[src/rtl/ex_alu_stage.sv]
// ex_alu_stage: MIPS execute stage, made of the ID/EX register, the ALU and the EX/MEM register.
// Optional macro EX_BYPASS_EN adds an EX/MEM-to-EX operand bypass.
module ex_alu_stage #(
   parameter int DATA_W = 32,
   parameter int REG_W  = 5
) (
   input  logic              clk,
   input  logic              rst,
   input  logic              validD,
   input  logic [4:0]        alucontrolD,
   input  logic [DATA_W-1:0] srcaD,
   input  logic [DATA_W-1:0] srcbD,
   input  logic [REG_W-1:0]  saD,
   input  logic [REG_W-1:0]  rsD,
   input  logic [REG_W-1:0]  rtD,
   input  logic [REG_W-1:0]  writeregD,
   input  logic              regwriteD,
   input  logic              stallE,
   input  logic              flushE,
   output logic [DATA_W-1:0] aluresultE,
   output logic [REG_W-1:0]  writeregE,
   output logic              regwriteE,
   output logic              validM,
   output logic [DATA_W-1:0] aluresultM,
   output logic [REG_W-1:0]  writeregM,
   output logic              regwriteM,
   output logic              ri_exceptM
);

   localparam logic [4:0] SIG_ALU_AND  = 5'd0;
   localparam logic [4:0] SIG_ALU_OR   = 5'd1;
   localparam logic [4:0] SIG_ALU_XOR  = 5'd2;
   localparam logic [4:0] SIG_ALU_NOR  = 5'd3;
   localparam logic [4:0] SIG_ALU_LUI  = 5'd4;
   localparam logic [4:0] SIG_ALU_SLL  = 5'd5;
   localparam logic [4:0] SIG_ALU_SRL  = 5'd6;
   localparam logic [4:0] SIG_ALU_SRA  = 5'd7;
   localparam logic [4:0] SIG_ALU_SLLV = 5'd8;
   localparam logic [4:0] SIG_ALU_SRLV = 5'd9;
   localparam logic [4:0] SIG_ALU_SRAV = 5'd10;
   localparam logic [4:0] SIG_ALU_FAIL = 5'd31;

   logic              valid_r;
   logic [4:0]        op_r;
   logic [DATA_W-1:0] srca_r;
   logic [DATA_W-1:0] srcb_r;
   logic [REG_W-1:0]  sa_r;
   logic [REG_W-1:0]  writereg_r;
   logic              regwrite_r;

   logic [DATA_W-1:0] opa_s;
   logic [DATA_W-1:0] opb_s;
   logic [DATA_W-1:0] result_s;
   logic              ri_s;
   logic              regwrite_gated_s;

   logic              validm_r;
   logic [DATA_W-1:0] resultm_r;
   logic [REG_W-1:0]  writeregm_r;
   logic              regwritem_r;
   logic              rim_r;

   // ID/EX register: flush beats stall, stall holds every field
   always_ff @(posedge clk or posedge rst) begin
      if (rst) begin
         valid_r    <= 1'b0;
         op_r       <= 5'd0;
         srca_r     <= '0;
         srcb_r     <= '0;
         sa_r       <= '0;
         writereg_r <= '0;
         regwrite_r <= 1'b0;
      end else if (flushE) begin
         valid_r    <= 1'b0;
         op_r       <= 5'd0;
         srca_r     <= '0;
         srcb_r     <= '0;
         sa_r       <= '0;
         writereg_r <= '0;
         regwrite_r <= 1'b0;
      end else if (!stallE) begin
         valid_r    <= validD;
         op_r       <= alucontrolD;
         srca_r     <= srcaD;
         srcb_r     <= srcbD;
         sa_r       <= saD;
         writereg_r <= writeregD;
         regwrite_r <= regwriteD;
      end
   end

`ifdef EX_BYPASS_EN
   logic [REG_W-1:0] rs_r;
   logic [REG_W-1:0] rt_r;
   logic             fwd_ok_s;

   // Source indices travel alongside the operands for the bypass compare
   always_ff @(posedge clk or posedge rst) begin
      if (rst) begin
         rs_r <= '0;
         rt_r <= '0;
      end else if (flushE) begin
         rs_r <= '0;
         rt_r <= '0;
      end else if (!stallE) begin
         rs_r <= rsD;
         rt_r <= rtD;
      end
   end

   // Bypass from EX/MEM; a bubble or a write to $0 never forwards, LUI keeps its immediate
   always_comb begin
      fwd_ok_s = validM & regwriteM & (writeregM != '0);
      opa_s    = srca_r;
      opb_s    = srcb_r;
      if (fwd_ok_s && (writeregM == rs_r)) begin
         opa_s = aluresultM;
      end else begin
         opa_s = srca_r;
      end
      if (fwd_ok_s && (writeregM == rt_r) && (op_r != SIG_ALU_LUI)) begin
         opb_s = aluresultM;
      end else begin
         opb_s = srcb_r;
      end
   end
`else
   logic unused_idx_s;
   assign unused_idx_s = ^{rsD, rtD};

   // Operands used as latched; forwarding is resolved upstream
   always_comb begin
      opa_s = srca_r;
      opb_s = srcb_r;
   end
`endif

   // ALU; unknown codes produce 0 and raise a reserved-instruction flag for real instructions
   always_comb begin
      result_s = '0;
      ri_s     = 1'b0;
      case (op_r)
         SIG_ALU_AND:  result_s = opa_s & opb_s;
         SIG_ALU_OR:   result_s = opa_s | opb_s;
         SIG_ALU_XOR:  result_s = opa_s ^ opb_s;
         SIG_ALU_NOR:  result_s = ~(opa_s | opb_s);
         SIG_ALU_LUI:  result_s = {opb_s[15:0], {(DATA_W-16){1'b0}}};
         SIG_ALU_SLL:  result_s = opb_s << sa_r;
         SIG_ALU_SRL:  result_s = opb_s >> sa_r;
         SIG_ALU_SRA:  result_s = $signed(opb_s) >>> sa_r;
         SIG_ALU_SLLV: result_s = opb_s << opa_s[REG_W-1:0];
         SIG_ALU_SRLV: result_s = opb_s >> opa_s[REG_W-1:0];
         SIG_ALU_SRAV: result_s = $signed(opb_s) >>> opa_s[REG_W-1:0];
         SIG_ALU_FAIL: begin
            result_s = '0;
            ri_s     = valid_r;
         end
         default: begin
            result_s = '0;
            ri_s     = valid_r;
         end
      endcase
   end

   assign regwrite_gated_s = regwrite_r & valid_r & ~ri_s;
   assign aluresultE       = result_s;
   assign writeregE        = writereg_r;
   assign regwriteE        = regwrite_gated_s;

   // EX/MEM register: never stalls, a stalled EX sends a bubble downstream
   always_ff @(posedge clk or posedge rst) begin
      if (rst) begin
         validm_r    <= 1'b0;
         resultm_r   <= '0;
         writeregm_r <= '0;
         regwritem_r <= 1'b0;
         rim_r       <= 1'b0;
      end else if (stallE) begin
         validm_r    <= 1'b0;
         resultm_r   <= '0;
         writeregm_r <= '0;
         regwritem_r <= 1'b0;
         rim_r       <= 1'b0;
      end else begin
         validm_r    <= valid_r;
         resultm_r   <= result_s;
         writeregm_r <= writereg_r;
         regwritem_r <= regwrite_gated_s;
         rim_r       <= ri_s;
      end
   end

   assign validM     = validm_r;
   assign aluresultM = resultm_r;
   assign writeregM  = writeregm_r;
   assign regwriteM  = regwritem_r;
   assign ri_exceptM = rim_r;

endmodule
[config.mk]
export PLATFORM = sky130hd
export DESIGN_NAME = ex_alu_stage
export DESIGN_NICKNAME = d
export VERILOG_FILES = /design/src/rtl/ex_alu_stage.sv
export SDC_FILE = /design/constraint.sdc
export NUM_CORES = 1
export LEC_CHECK = 0
export ABC_AREA = 1
export CAP_MARGIN = 15
export CORE_MARGIN = 2
export CORE_UTILIZATION = 50
export CTS_CLUSTER_DIAMETER = 60
export CTS_CLUSTER_SIZE = 14
export DETAILED_ROUTE_END_ITERATION = 10
export DONT_BUFFER_PORTS = 1
export SETUP_SLACK_MARGIN = 0.5
export SLEW_MARGIN = 10
export SYNTH_ARGS = -nofsm -noshare
export SYNTH_HDL_FRONTEND = slang
export SYNTH_SLANG_ARGS = --single-unit
[constraint.sdc]
create_clock -name clk -period 7.6 [get_ports clk]
set_input_delay 1.9 -clock clk [delete_from_list [all_inputs] [get_ports clk]]
set_output_delay 1.9 -clock clk [all_outputs]
set_load 0.1 [all_outputs]
Yosys cells after proc, flatten, opt, wreduce, memory -nomap -nowiden
Index checks and enable logic that the tools add are counted.
Storage, ports and cells
  word-level logic and storage cells: 59
  input bits: 95
  output and inout bits: 78
  register bits: 121
Operators by class
  equality and inequality tests: 11
  bitwise logic cells: 7
  shift-type cells: 6
  multiplexer cells: 21
  reductions and logical operators: 2
Operators with widths (number)
  $pmux 32 s11: 1
  $mux 32: 5
  $shl 32x5->32: 2
  $shr 32x5->32: 2
  $sshr 32x5->32: 2
  $mux 5: 7
  $and 32x32->32: 1
  $not 32->32: 1
  $or 32x32->32: 1
  $xor 32x32->32: 1
  $eq 5x3->1 const B: 4
  $eq 5x4->1 const B: 3
  $reduce_or 11->1: 1
  $eq 5x2->1 const B: 2
  $mux 1: 8
  $eq 5x1->1 const B: 1
  $logic_not 5->1: 1
  $and 1x1->1: 2
  $ne 2x1->1 const B: 1
  $not 1->1: 1

Longest topological paths before layout
Gate-level depths: netlist (run 1).
  depth in word-level cells: 6
  depth in mapped cells: 17
  depth with buffers taken out: 16

Least setup slack after synthesis (run 1)
No wires, ideal clock.
  path type: reg-to-output
  from: register op_r[2]
  to: output port regwriteE
  arrival time: 2923 ps
  path slack: 2777 ps
  cell stages (with the launch flop): 7
  path through: dfrtp_1 > inv_2 > nand2_1 > nor2_2 > nand2_1 > and3_1 > nor3_1
Between the ends
  longest elaborated chain between the ends: 5
  elaborated cells on any way between the ends: 15
  classes of those cells: eq/ne (10); mux (1); bitwise (2); reduce/logical (2)
RTL lines
  start, declared: RTL line 44  | logic [4:0] op_r;
  start signal, assigned: RTL line 83  | op_r <= alucontrolD;
  $eq 5x4->1 (tied with other cells): RTL line 142  | case (op_r)
  $reduce_or 11->1 (no line) *
  $mux 1 *: RTL line 142
  $not 1->1 *: RTL line 165  | assign regwrite_gated_s = regwrite_r & valid_r & ~ri_s;
  $and 1x1->1 *: RTL line 165
  end, declared: RTL line 22  | output logic regwriteE,
Mark *: on every way between the ends. The rest lies on a longest branch, timed or not.

Worst setup path after layout (run 1)
  from: register op_r[1]
  to: output port aluresultE[15]
Between the ends
  longest elaborated chain between the ends: 2
  elaborated cells on any way between the ends: 12
  classes of those cells: eq/ne (10); mux (1); reduce/logical (1)
RTL lines
  $eq 5x4->1 (tied with other cells): RTL line 142
  $pmux 32 s11 *: RTL line 142
  end, declared: RTL line 20  | output logic [DATA_W-1:0] aluresultE,
Marked as above.

==> results of run 1 <==
==> synthesized netlist by cell type <==
| library cell | n |
|---|---|
| sky130_fd_sc_hd__a211oi_1 | 11 |
| sky130_fd_sc_hd__a21boi_2 | 1 |
| sky130_fd_sc_hd__a21oi_1 | 23 |
| sky130_fd_sc_hd__a21oi_2 | 1 |
| sky130_fd_sc_hd__a221oi_1 | 13 |
| sky130_fd_sc_hd__a22o_1 | 1 |
| sky130_fd_sc_hd__a31oi_1 | 1 |
| sky130_fd_sc_hd__and2_1 | 1 |
| sky130_fd_sc_hd__and3_1 | 1 |
| sky130_fd_sc_hd__buf_1 | 6 |
| sky130_fd_sc_hd__buf_2 | 50 |
| sky130_fd_sc_hd__buf_4 | 11 |
| sky130_fd_sc_hd__buf_6 | 4 |
| sky130_fd_sc_hd__clkbuf_1 | 52 |
| sky130_fd_sc_hd__clkinv_1 | 1 |
| sky130_fd_sc_hd__dfrtp_1 | 121 |
| sky130_fd_sc_hd__ha_1 | 64 |
| sky130_fd_sc_hd__inv_1 | 121 |
| sky130_fd_sc_hd__inv_2 | 18 |
| sky130_fd_sc_hd__nand2_1 | 463 |
| sky130_fd_sc_hd__nand2_2 | 10 |
| sky130_fd_sc_hd__nand3_1 | 688 |
| sky130_fd_sc_hd__nand3_2 | 7 |
| sky130_fd_sc_hd__nand3b_1 | 2 |
| sky130_fd_sc_hd__nand4_1 | 12 |
| sky130_fd_sc_hd__nand4_2 | 1 |
| sky130_fd_sc_hd__nor2_1 | 80 |
| sky130_fd_sc_hd__nor2_2 | 9 |
| sky130_fd_sc_hd__nor2_4 | 3 |
| sky130_fd_sc_hd__nor3_1 | 2 |
| sky130_fd_sc_hd__nor4_1 | 2 |
| sky130_fd_sc_hd__o2111ai_1 | 5 |
| sky130_fd_sc_hd__o211ai_1 | 7 |
| sky130_fd_sc_hd__o21a_1 | 2 |
| sky130_fd_sc_hd__o21a_2 | 1 |
| sky130_fd_sc_hd__o21ai_0 | 111 |
| sky130_fd_sc_hd__o21ai_1 | 12 |
| sky130_fd_sc_hd__o21ai_2 | 3 |
| sky130_fd_sc_hd__o21ai_4 | 7 |
| sky130_fd_sc_hd__or2_2 | 1 |
==> where the power goes <==
group / leakage [nW] / internal, mW / switching, mW
Combinational: 4.22 / 0.185 / 0.641
Clock: 0.273 / 0.463 / 0.393
Sequential: 1.63 / 0.677 / 0.182
Total: 6.11 / 1.33 / 1.22
==> cells by family after synthesis <==
group | share of synthesized area (%)
flip-flops | 25.2
AO/OA/AOI/OAI | 10.2
adder cells (fa/ha/maj) | 6.66
buffers and inverters | 9.33
AND/OR/NAND/NOR | 48.7
==> sequential cells by signal, summed over array words and instances (netlist names) <==
signal      count
sa_r            5
aluresultM     32
regwrite_r      1
opa_s          32
writeregM       5
valid_r         1
writeregE       5
op_r            5
opb_s          32
ri_exceptM      1
validM          1
regwriteM       1
==> critical path, delay by kind of cell, from the launching register on <==
| family | cells | cell delay [ns] |
|---|---|---|
| flops | 1 | 0.45 |
| buf+inv | 1 | 0.23 |
| simple gates | 11 | 3.45 |
==> per-layer routing <==
layer	track usage, %	wire length (um)
met1	56.7	20600
met5	0	13
met3	14.2	8120
met4	26.5	4260
met2	62.1	22600
==> path summary, 6_finish.rpt <==
| check | startpoint | cells after the start | endpoint | slack (ns) |
|---|---|---|---|---|
| max in group asynchronous | rst | 2 | opa_s[10]$_DFFE_PP0P_ | 4.79 |
| min in group asynchronous | rst | 1 | writeregM[4]$_DFF_PP0_ | 1.41 |
| min | valid_r$_DFFE_PP0P_ | 2 | validM$_DFF_PP0_ | 0.55 |
| max reg2reg | op_r[1]$_DFFE_PP0P_ | 15 | aluresultM[15]$_DFF_PP0_ | 2.82 |
| max | op_r[1]$_DFFE_PP0P_ | 12 | aluresultE[15] | 1.12 |
| min reg2reg | valid_r$_DFFE_PP0P_ | 2 | validM$_DFF_PP0_ | 0.55 |
==> final cells by class <==
type,instances,share of cell area [%]
diodes,2,0.0396
clock buffers,17,3.37
clock inverters,15,1.21
inverters,140,4.18
multi-input cells,1545,62.5
flip-flops and latches,121,24.0
well taps,319,3.16
repair buffers,21,1.55
==> through the flow <==
step | hold slack (ns) | power [mW] | util, % | setup WS, ns
2_1_floorplan | 0.482 | 1.46 | - | 2.49
3_3_place_gp | 0.521 | 1.66 | 51.0 | 1.56
3_5_place_dp | 0.547 | 1.66 | 51.0 | 1.58
4_1_cts | 0.549 | 2.51 | 53.5 | 1.11
5_1_grt | 0.604 | 2.63 | 53.6 | 0.822
6_report | 0.553 | 2.54 | 53.6 | 1.12
==> impl_results.rst, run 1 <==
.. list-table::
   :header-rows: 1

   * - Metric
     - Value
   * - Status
     - finished, final reports clean
   * - Worst-path cell with the longest stage delay
     - sky130_fd_sc_hd__nand3_1
   * - Number of cells in the design after placement
     - around 2100
   * - Post-CTS setup repair buffer count
     - 0
   * - Syn-to-layout area delta
     - 5.06%
   * - Top fanout value on the critical path
     - 33
   * - Final routed wire length divided by cell count
     - approximately 26 um
   * - Final ANT Viol Nets
     - 0
   * - Overall routing resource usage
     - between 40% and 50%
   * - Mean post-synth cell area
     - ~6.2 um2
   * - First-pass GRT wire length
     - about 83000 um
   * - Starting density of the core
     - between 50% and 60%
   * - Power density relative to cell area
     - a little over 200 mW/mm2
   * - Maximum frequency from static timing analysis
     - between 150 and 200 MHz
   * - Post-synth top area share
     - between 20% and 30%
   * - Period utilization
     - roughly 85%
   * - Multi-input logic area
     - about 0.008 mm2
   * - Number of port buffers
     - 0
   * - Setup-failing EPs final
     - 0
   * - Wire length after detailed routing
     - approximately 56000 um
   * - Violation count after the first detailed-route iteration
     - ~2300
   * - Highest cell delay on the worst timing path
     - 0.92 ns
   * - Area taken by flip-flops and latches
     - 0.00303 mm2
   * - Post-route standard cell area excluding fillers
     - 0.0126 mm2
   * - Number of CTS-inserted buffers
     - 17
   * - Core outline area
     - roughly 0.024 mm2
   * - Critical path's most frequent cell
     - sky130_fd_sc_hd__nand3_1
   * - Cell row count
     - 56
   * - Number of warning messages in the yosys log
     - 0
   * - Clock tree from TritonCTS
     - built
   * - Startpoint type of the worst setup path
     - register
   * - Number of buffers inserted by hold repair at cts
     - 0
   * - Detailed-placement wirelength estimate
     - about 40000 um
   * - Post-synthesis register bit count
     - between 100 and 150
   * - Filler cell count in the final layout
     - between 2000 and 2500
   * - Arrival time at the worst endpoint
     - 4.58 ns
   * - Number of iterations in the first detailed-routing pass
     - 7
   * - H-tree depth
     - 4
   * - Final estimated routing congestion in global placement
     - between 1 and 1.5
   * - Pin slew with the least headroom to its limit
     - roughly 1.3 ns
   * - Max-slew violation count
     - 0
   * - Worst hold path class
     - register to register
   * - Via count of the first global-routing pass
     - ~13000
   * - Unrepaired setup endpoints after global routing
     - no
   * - Worst max-slew margin expressed relative to the limit
     - a little over an eighth
   * - Instance count of the mapped netlist
     - roughly 1900
   * - Cell-by-cell listing of the critical path
     - nor2_2 -> nand3_2 -> nand2_2 -> nand2_1 -> nand2_1 -> nand3_1 -> nand3_1 -> nand3_1 -> nand3_1 -> nand2_1 -> inv_1 -> nand3_1
   * - DRC
     - 0
   * - Crit path capture type
     - output port
   * - Time the worst path needs with I/O delays and setup
     - about 6.5 ns
   * - Die Y-Extent
     - 159 um
   * - Register clock-pin slew on the reported worst setup and hold paths
     - around 0.070 ns
   * - Post-synth top area cell
     - sky130_fd_sc_hd__nand3_1
   * - Largest net degree at the start of global routing
     - 86
   * - Static leakage
     - approximately 6 nW
   * - Total standard cell area after synthesis
     - 0.0120 mm2
   * - Buffer levels on the longest clock path
     - 2
   * - Clock network latency to the later pin of the worst-skew pair
     - about 0.45 ns
   * - Post-route setup TNS
     - 0 ns
   * - Post-synthesis net count
     - roughly 2100
   * - Fraction of layout instances using a drive strength above 1
     - under 10%
   * - Via-to-Cell Ratio
     - approximately 6.6
   * - Worst clock skew
     - between 0.015 and 0.02 ns
   * - Leftover overflow at the end of global routing
     - 0
   * - Most common cell after layout, fill and taps aside
     - sky130_fd_sc_hd__nand3_1
   * - Vias after detailed routing
     - 14400
   * - Worst setup path category
     - register to output port
   * - Synth unique cells
     - 40
   * - Count of pins on the block boundary
     - 173
   * - Top library cells by usage in the layout, fill and taps aside
     - sky130_fd_sc_hd__nand3_1 (688), sky130_fd_sc_hd__nand2_1 (462), sky130_fd_sc_hd__dfrtp_1 (121)
   * - Number of antenna violations at the first check in global routing
     - 2
   * - Filler-free cell count of the finished design
     - 2180
   * - Synth area leaders
     - sky130_fd_sc_hd__nand3_1 (29%), sky130_fd_sc_hd__dfrtp_1 (25%), sky130_fd_sc_hd__nand2_1 (14%), sky130_fd_sc_hd__ha_1 (6.7%), sky130_fd_sc_hd__o21ai_0 (4.6%)
   * - Number of failing hold endpoints at the final stage
     - 0
   * - Data required time of the worst path
     - 5.70 ns
   * - Seq/Total Area, Yosys
     - between 20% and 30%
   * - Count of cells resized by post-cts repair
     - 0
   * - CTS root buf
     - sky130_fd_sc_hd__clkbuf_16
   * - Number of sinks handled by clock tree synthesis
     - ~120
   * - Width of the die
     - between 150 and 200 um
   * - Die Footprint
     - roughly 0.025 mm2
   * - Number of nets in the layout
     - between 2000 and 2500
   * - Worst supply voltage drop on vdd
     - between 0.1 and 0.15 mV
   * - Max-cap violation count
     - 0
   * - Post-placement cell area
     - ~0.012 mm2
Power figures use the tool's default switching activity.
==> run 2: changes to the inputs <==
--- a/config.mk
+++ b/config.mk
@@ -16,2 +16,3 @@
 export SETUP_SLACK_MARGIN = 0.5
+export SKIP_LAST_GASP = 1
 export SLEW_MARGIN = 10
==> constraint.sdc (replaced) <==
create_clock -name clk -period 7.6 [get_ports clk]
set_input_delay 1.14 -clock clk [delete_from_list [all_inputs] [get_ports clk]]
set_output_delay 1.14 -clock clk [all_outputs]
set_load 0.1 [all_outputs]
==> impl_results.rst, run 2 (synthesis results as in run 1) <==
.. list-table::
   :header-rows: 1

   * - Metric
     - Value
   * - Die Footprint
     - 0.0253 mm2
   * - Power density relative to cell area
     - around 200 mW/mm2
   * - CTS root buf
     - sky130_fd_sc_hd__clkbuf_16
   * - Worst supply voltage drop on vdd
     - 0.135 mV
   * - Count of pins on the block boundary
     - between 150 and 200
   * - Syn-to-layout area delta
     - 4.97%
   * - Via count of the first global-routing pass
     - 13000
   * - Hold Path Depth
     - 2
   * - Worst r2r dst
     - aluresultM[15]$_DFF_PP0_
   * - Worst hold path class
     - register to register
   * - Max-slew violation count
     - 0
   * - Maximum frequency from static timing analysis
     - 178 MHz
   * - Number of nets in the layout
     - 2004
   * - Overall routing resource usage
     - 42.8%
   * - Largest net degree at the start of global routing
     - 87
   * - Number of failing hold endpoints at the final stage
     - 0
   * - Post-route setup TNS
     - 0 ns
   * - Flop-to-flop setup slack
     - 3.20 ns
   * - Design Power
     - approximately 2.5 mW
   * - Clock tree from TritonCTS
     - built
   * - Cell row count
     - between 50 and 60
   * - Startpoint type of the worst setup path
     - register
   * - Final ANT Viol Nets
     - 0
   * - Area taken by flip-flops and latches
     - between 0.003 and 0.004 mm2
   * - Count of cells resized by post-cts repair
     - 0
   * - Most common cell after layout, fill and taps aside
     - sky130_fd_sc_hd__nand3_1
   * - Core outline area
     - approximately 0.024 mm2
   * - Starting density of the core
     - around 50%
   * - Pin slew with the least headroom to its limit
     - 1.16 ns
   * - Number of CTS-inserted buffers
     - 17
   * - Number of port buffers
     - 0
   * - Clock network latency to the later pin of the worst-skew pair
     - approximately 0.45 ns
   * - Worst clock skew
     - about 0.018 ns
   * - Launching point of the worst reg2reg path
     - op_r[0]$_DFFE_PP0P_
   * - Setup-failing EPs final
     - 0
   * - Fraction of layout instances using a drive strength above 1
     - ~6.6%
   * - Top fanout value on the critical path
     - 16
   * - Highest cell delay on the worst timing path
     - approximately 0.66 ns
   * - Crit path capture type
     - output port
   * - Register clock-pin slew on the reported worst setup and hold paths
     - 0.07 ns
   * - First-pass GRT wire length
     - 81600 um
   * - DRC
     - 0
   * - Leftover overflow at the end of global routing
     - 0
   * - Static leakage
     - around 6.1 nW
   * - Final routed wire length divided by cell count
     - 25.1 um
   * - Final estimated routing congestion in global placement
     - slightly above 1
   * - Die Y-Extent
     - approximately 160 um
   * - Time the worst path needs with I/O delays and setup
     - between 5 and 6 ns
   * - Vias after detailed routing
     - 14200
   * - Unrepaired setup endpoints after global routing
     - no
   * - Width of the die
     - between 150 and 200 um
   * - Period utilization
     - between 70% and 80%
   * - Number of antenna violations at the first check in global routing
     - 1
   * - Number of buffers inserted by hold repair at cts
     - 0
   * - Via-to-Cell Ratio
     - ~6.5
   * - Number of sinks handled by clock tree synthesis
     - 121
   * - Wire length after detailed routing
     - around 55000 um
   * - Filler cell count in the final layout
     - 2413
   * - Data required time of the worst path
     - between 6 and 7 ns
   * - Post-CTS setup repair buffer count
     - 0
   * - Worst setup path category
     - register to output port
   * - Worst-path cell with the longest stage delay
     - sky130_fd_sc_hd__nand2_1
   * - Critical path's most frequent cell
     - sky130_fd_sc_hd__nand2_1
   * - H-tree depth
     - 4
   * - Cell-by-cell listing of the critical path
     - nor2_2 -> nand3_2 -> nand2_2 -> nand2_1 -> nand2_1 -> nand2_1 -> nand4_1 -> nor2_1 -> nor3_1 -> nand2_1 -> nor2_1 -> nand2_1
   * - Worst min-delay path startpoint
     - regwrite_r$_DFFE_PP0P_
   * - Worst max-slew margin expressed relative to the limit
     - between 20% and 30%
   * - Top library cells by usage in the layout, fill and taps aside
     - sky130_fd_sc_hd__nand3_1 (688), sky130_fd_sc_hd__nand2_1 (462), sky130_fd_sc_hd__dfrtp_1 (121)
   * - Multi-input logic area
     - 0.00790 mm2
   * - Number of iterations in the first detailed-routing pass
     - 7
   * - Detailed-placement wirelength estimate
     - roughly 39000 um
   * - Status
     - finished, final reports clean
   * - Register-to-Register Path Depth
     - 14
   * - Arrival time at the worst endpoint
     - around 4.5 ns
   * - CP startpoint
     - op_r[2]$_DFFE_PP0P_
   * - Hold-critical path endpoint
     - regwriteM$_DFF_PP0_
   * - Buffer levels on the longest clock path
     - 2
   * - Violation count after the first detailed-route iteration
     - ~2400
   * - Max-cap violation count
     - 0
## run 2: cell count changes in the layout (fill, tap and decap cells not counted), sizes merged
cell      previous run  this run
buf                 20        19
clkinv               1         5
bufinv               1         0
clkinvlp             4         2
inv                149       148
diode                2         1
## run 2: critical path, delay by kind of cell (launching register included)
family,cells,cell delay [ns]
and+or+nand+nor,12,3.64
DFF,1,0.40
## run 2: report_power, final
part           internal, mW  switching (mW)  leakage [nW]
registers             0.677           0.179          1.63
clock network         0.437           0.397         0.279
logic                 0.184           0.642          4.21
total                  1.30            1.22          6.12
## run 2: per-layer routing
layer	track usage, %	vias up	wire, um
li1	-	6439	-
met1	56.1	6627	21400
met2	61.1	924	22600
met3	12.7	195	6690
met4	27.8	0	4110
met5	0	-	0
## run 2: per-stage QoR
step	std cells	utilization, %	hold slack (ns)	instance area (um2)	worst slack, ns
2_1_floorplan	1929	-	0.482	12000	3.25
3_3_place_gp	2144	51.0	0.521	12000	2.32
3_5_place_dp	2144	51.0	0.552	12000	2.26
4_1_cts	2176	53.5	0.544	12600	1.74
5_1_grt	2177	53.6	0.597	12600	1.74
6_report	2178	53.6	0.537	12600	1.98
## run 2: layout make-up
cell class                 count  area share, %
inverter                     140           4.18
clock inverter                15           1.20
sequential                   121           24.0
timing repair buffer          20           1.49
clock buffer                  17           3.37
multi-input combinational   1545           62.6
tap                          319           3.16
antenna                        1         0.0198
## run 2: how the worst max path moves through the flow
stage,end,cells past startpoint
2_1_floorplan,aluresultM[0]$_DFF_PP0_,1
3_3_place_gp,aluresultE[30],13
3_5_place_dp,aluresultE[30],13
4_1_cts,aluresultE[30],12
5_1_grt,aluresultE[30],14
6_report,aluresultE[30],12
==> run 3: changes to the inputs <==
Clock period 7.6 ns to 5.4 ns, I/O delays scaled along.
==> impl_results.rst, run 3 (synthesis results as in run 1) <==
.. list-table::
   :header-rows: 1

   * - Metric
     - Value
   * - CTS root buf
     - sky130_fd_sc_hd__clkbuf_16
   * - Detailed-placement wirelength estimate
     - approximately 40000 um
   * - Filler-free cell count of the finished design
     - 2215
   * - Worst setup path category
     - register to output port
   * - Worst-path cell with the longest stage delay
     - sky130_fd_sc_hd__o21ai_4
   * - Worst clock skew
     - 0.0175 ns
   * - Arrival time at the worst endpoint
     - 3.87 ns
   * - Multi-input logic area
     - 0.00790 mm2
   * - Register clock-pin slew on the reported worst setup and hold paths
     - around 0.07 ns
   * - Antenna Diode Count
     - 0
   * - Core outline area
     - ~0.024 mm2
   * - Register-to-Register Path Depth
     - 14
   * - Final worst hold slack
     - 0.408 ns
   * - Count of pins on the block boundary
     - 173
   * - Worst Setup Slack post-DPL
     - 1.21 ns
   * - Starting density of the core
     - between 50 and 60%
   * - Number of sinks handled by clock tree synthesis
     - approximately 120
   * - Wire length after detailed routing
     - around 55000 um
   * - Die Y-Extent
     - 159 um
   * - Data required time of the worst path
     - between 4 and 5 ns
   * - Top fanout value on the critical path
     - 34
   * - Crit path capture type
     - output port
   * - Setup-failing EPs final
     - 0
   * - Post-placement cell area
     - approximately 0.012 mm2
   * - Number of port buffers
     - 0
   * - Number of failing hold endpoints at the final stage
     - 0
   * - Status
     - finished, final reports clean
   * - Period utilization
     - between 80 and 90%
   * - Post-route setup TNS
     - 0 ns
   * - Filler cell count in the final layout
     - approximately 2500
   * - Highest cell delay on the worst timing path
     - 0.87 ns
   * - Buffer levels on the longest clock path
     - 2
   * - Number of cells in the design after placement
     - about 2200
   * - Number of iterations in the first detailed-routing pass
     - 8
   * - Min setup slack post-route
     - around 0.72 ns
   * - Unrepaired setup endpoints after global routing
     - yes
   * - Power density relative to cell area
     - 284 mW/mm2
   * - Worst supply voltage drop on vdd
     - roughly 0.18 mV
   * - Design Power
     - 3.68 mW
   * - Overall routing resource usage
     - 42.6%
   * - Max-slew violation count
     - 0
   * - Pin slew with the least headroom to its limit
     - between 1 and 1.5 ns
   * - Cell-by-cell listing of the critical path
     - nor2_2 -> nand3_2 -> o21ai_4 -> nand3_1 -> nand3_1 -> nand3_1 -> nand3_1 -> nand2_1 -> nor2_1 -> nand2_1 -> buf_4
   * - Core utilization of the finished layout
     - ~55%
   * - Flop-to-flop setup slack
     - between 1.5 and 2 ns
   * - Post-route standard cell area excluding fillers
     - about 0.013 mm2
   * - CP startpoint
     - op_r[1]$_DFFE_PP0P_
   * - Via-to-Cell Ratio
     - 6.47
   * - Number of CTS-inserted buffers
     - 17
   * - Violation count after the first detailed-route iteration
     - ~2000
   * - Final estimated routing congestion in global placement
     - approximately 1.0
   * - Die Footprint
     - roughly 0.025 mm2
   * - DRC
     - 0
   * - Worst max-slew margin expressed relative to the limit
     - approximately 18%
   * - Width of the die
     - between 150 and 200 um
   * - Fraction of layout instances using a drive strength above 1
     - 8.54%
   * - Startpoint type of the worst setup path
     - register
   * - First-pass GRT wire length
     - between 80000 and 90000 um
   * - Syn-to-layout area delta
     - 7.60%
   * - Number of buffers inserted by hold repair at cts
     - 0
   * - Most common cell after layout, fill and taps aside
     - sky130_fd_sc_hd__nand3_1
   * - Cell row count
     - 56
   * - H-tree depth
     - 4
   * - Maximum frequency from static timing analysis
     - roughly 210 MHz
   * - Final routed wire length divided by cell count
     - 24.7 um
   * - Static leakage
     - 6.33 nW
   * - Time the worst path needs with I/O delays and setup
     - ~4.7 ns
   * - Final ANT Viol Nets
     - 0
   * - Clock tree from TritonCTS
     - built
   * - Number of nets in the layout
     - 2042
   * - Area taken by flip-flops and latches
     - ~0.0030 mm2
   * - Largest net degree at the start of global routing
     - 86
   * - Worst r2r dst
     - aluresultM[21]$_DFF_PP0_
   * - Clock network latency to the later pin of the worst-skew pair
     - about 0.44 ns
   * - Top library cells by usage in the layout, fill and taps aside
     - sky130_fd_sc_hd__nand3_1 (688), sky130_fd_sc_hd__nand2_1 (461), sky130_fd_sc_hd__dfrtp_1 (121)
   * - Via count of the first global-routing pass
     - between 10000 and 15000
   * - Vias after detailed routing
     - roughly 14000
   * - Worst hold path class
     - input pin to async pin
   * - Launching point of the worst reg2reg path
     - op_r[1]$_DFFE_PP0P_
   * - Max-cap violation count
     - 0
   * - Critical path's most frequent cell
     - sky130_fd_sc_hd__nand3_1
   * - Leftover overflow at the end of global routing
     - 0
   * - Number of antenna violations at the first check in global routing
     - 2
[run 3: worst max-delay path by stage]
stage,cells after the start,to
3_5_place_dp,15,aluresultE[20]
3_3_place_gp,14,aluresultE[20]
5_1_grt,12,aluresultE[30]
4_1_cts,15,aluresultE[20]
2_1_floorplan,1,aluresultM[0]$_DFF_PP0_
6_report,11,aluresultE[30]
[run 3: layout make-up]
class	count	share of cell area (%)
flip-flops and latches	121	23.4
repair buffers	58	3.50
clock inverters	15	1.57
inverters	140	4.08
well taps	319	3.09
multi-input cells	1545	61.1
clock buffers	17	3.29
[run 3: repair_timing]
item,in CTS,in global routing
gates resized for setup,0,1
endpoints found under the setup margin,0,5
setup buffers,0,0
[run 3: routing by layer]
metal | global-route usage, % | routed length (um) | vias up
li1 | - | - | 6511
met1 | 56.4 | 20600 | 6622
met2 | 61.7 | 22500 | 992
met3 | 10.8 | 7350 | 198
met4 | 27.9 | 4340 | 0
met5 | 0 | 0 | -
[run 3: critical path: cells and delay by family (launching register included)]
family	cells	cell delay, ns
and+or+nand+nor	9	1.80
buffers and inverters	1	0.26
AOI/OAI and AO/OA	1	0.87
DFF	1	0.45
[run 3: power by group]
part           total, mW  switching, mW  internal [mW]
Sequential          1.21          0.252          0.953
Clock               1.27          0.555          0.712
Combinational       1.20          0.912          0.292
Total               3.68           1.72           1.96
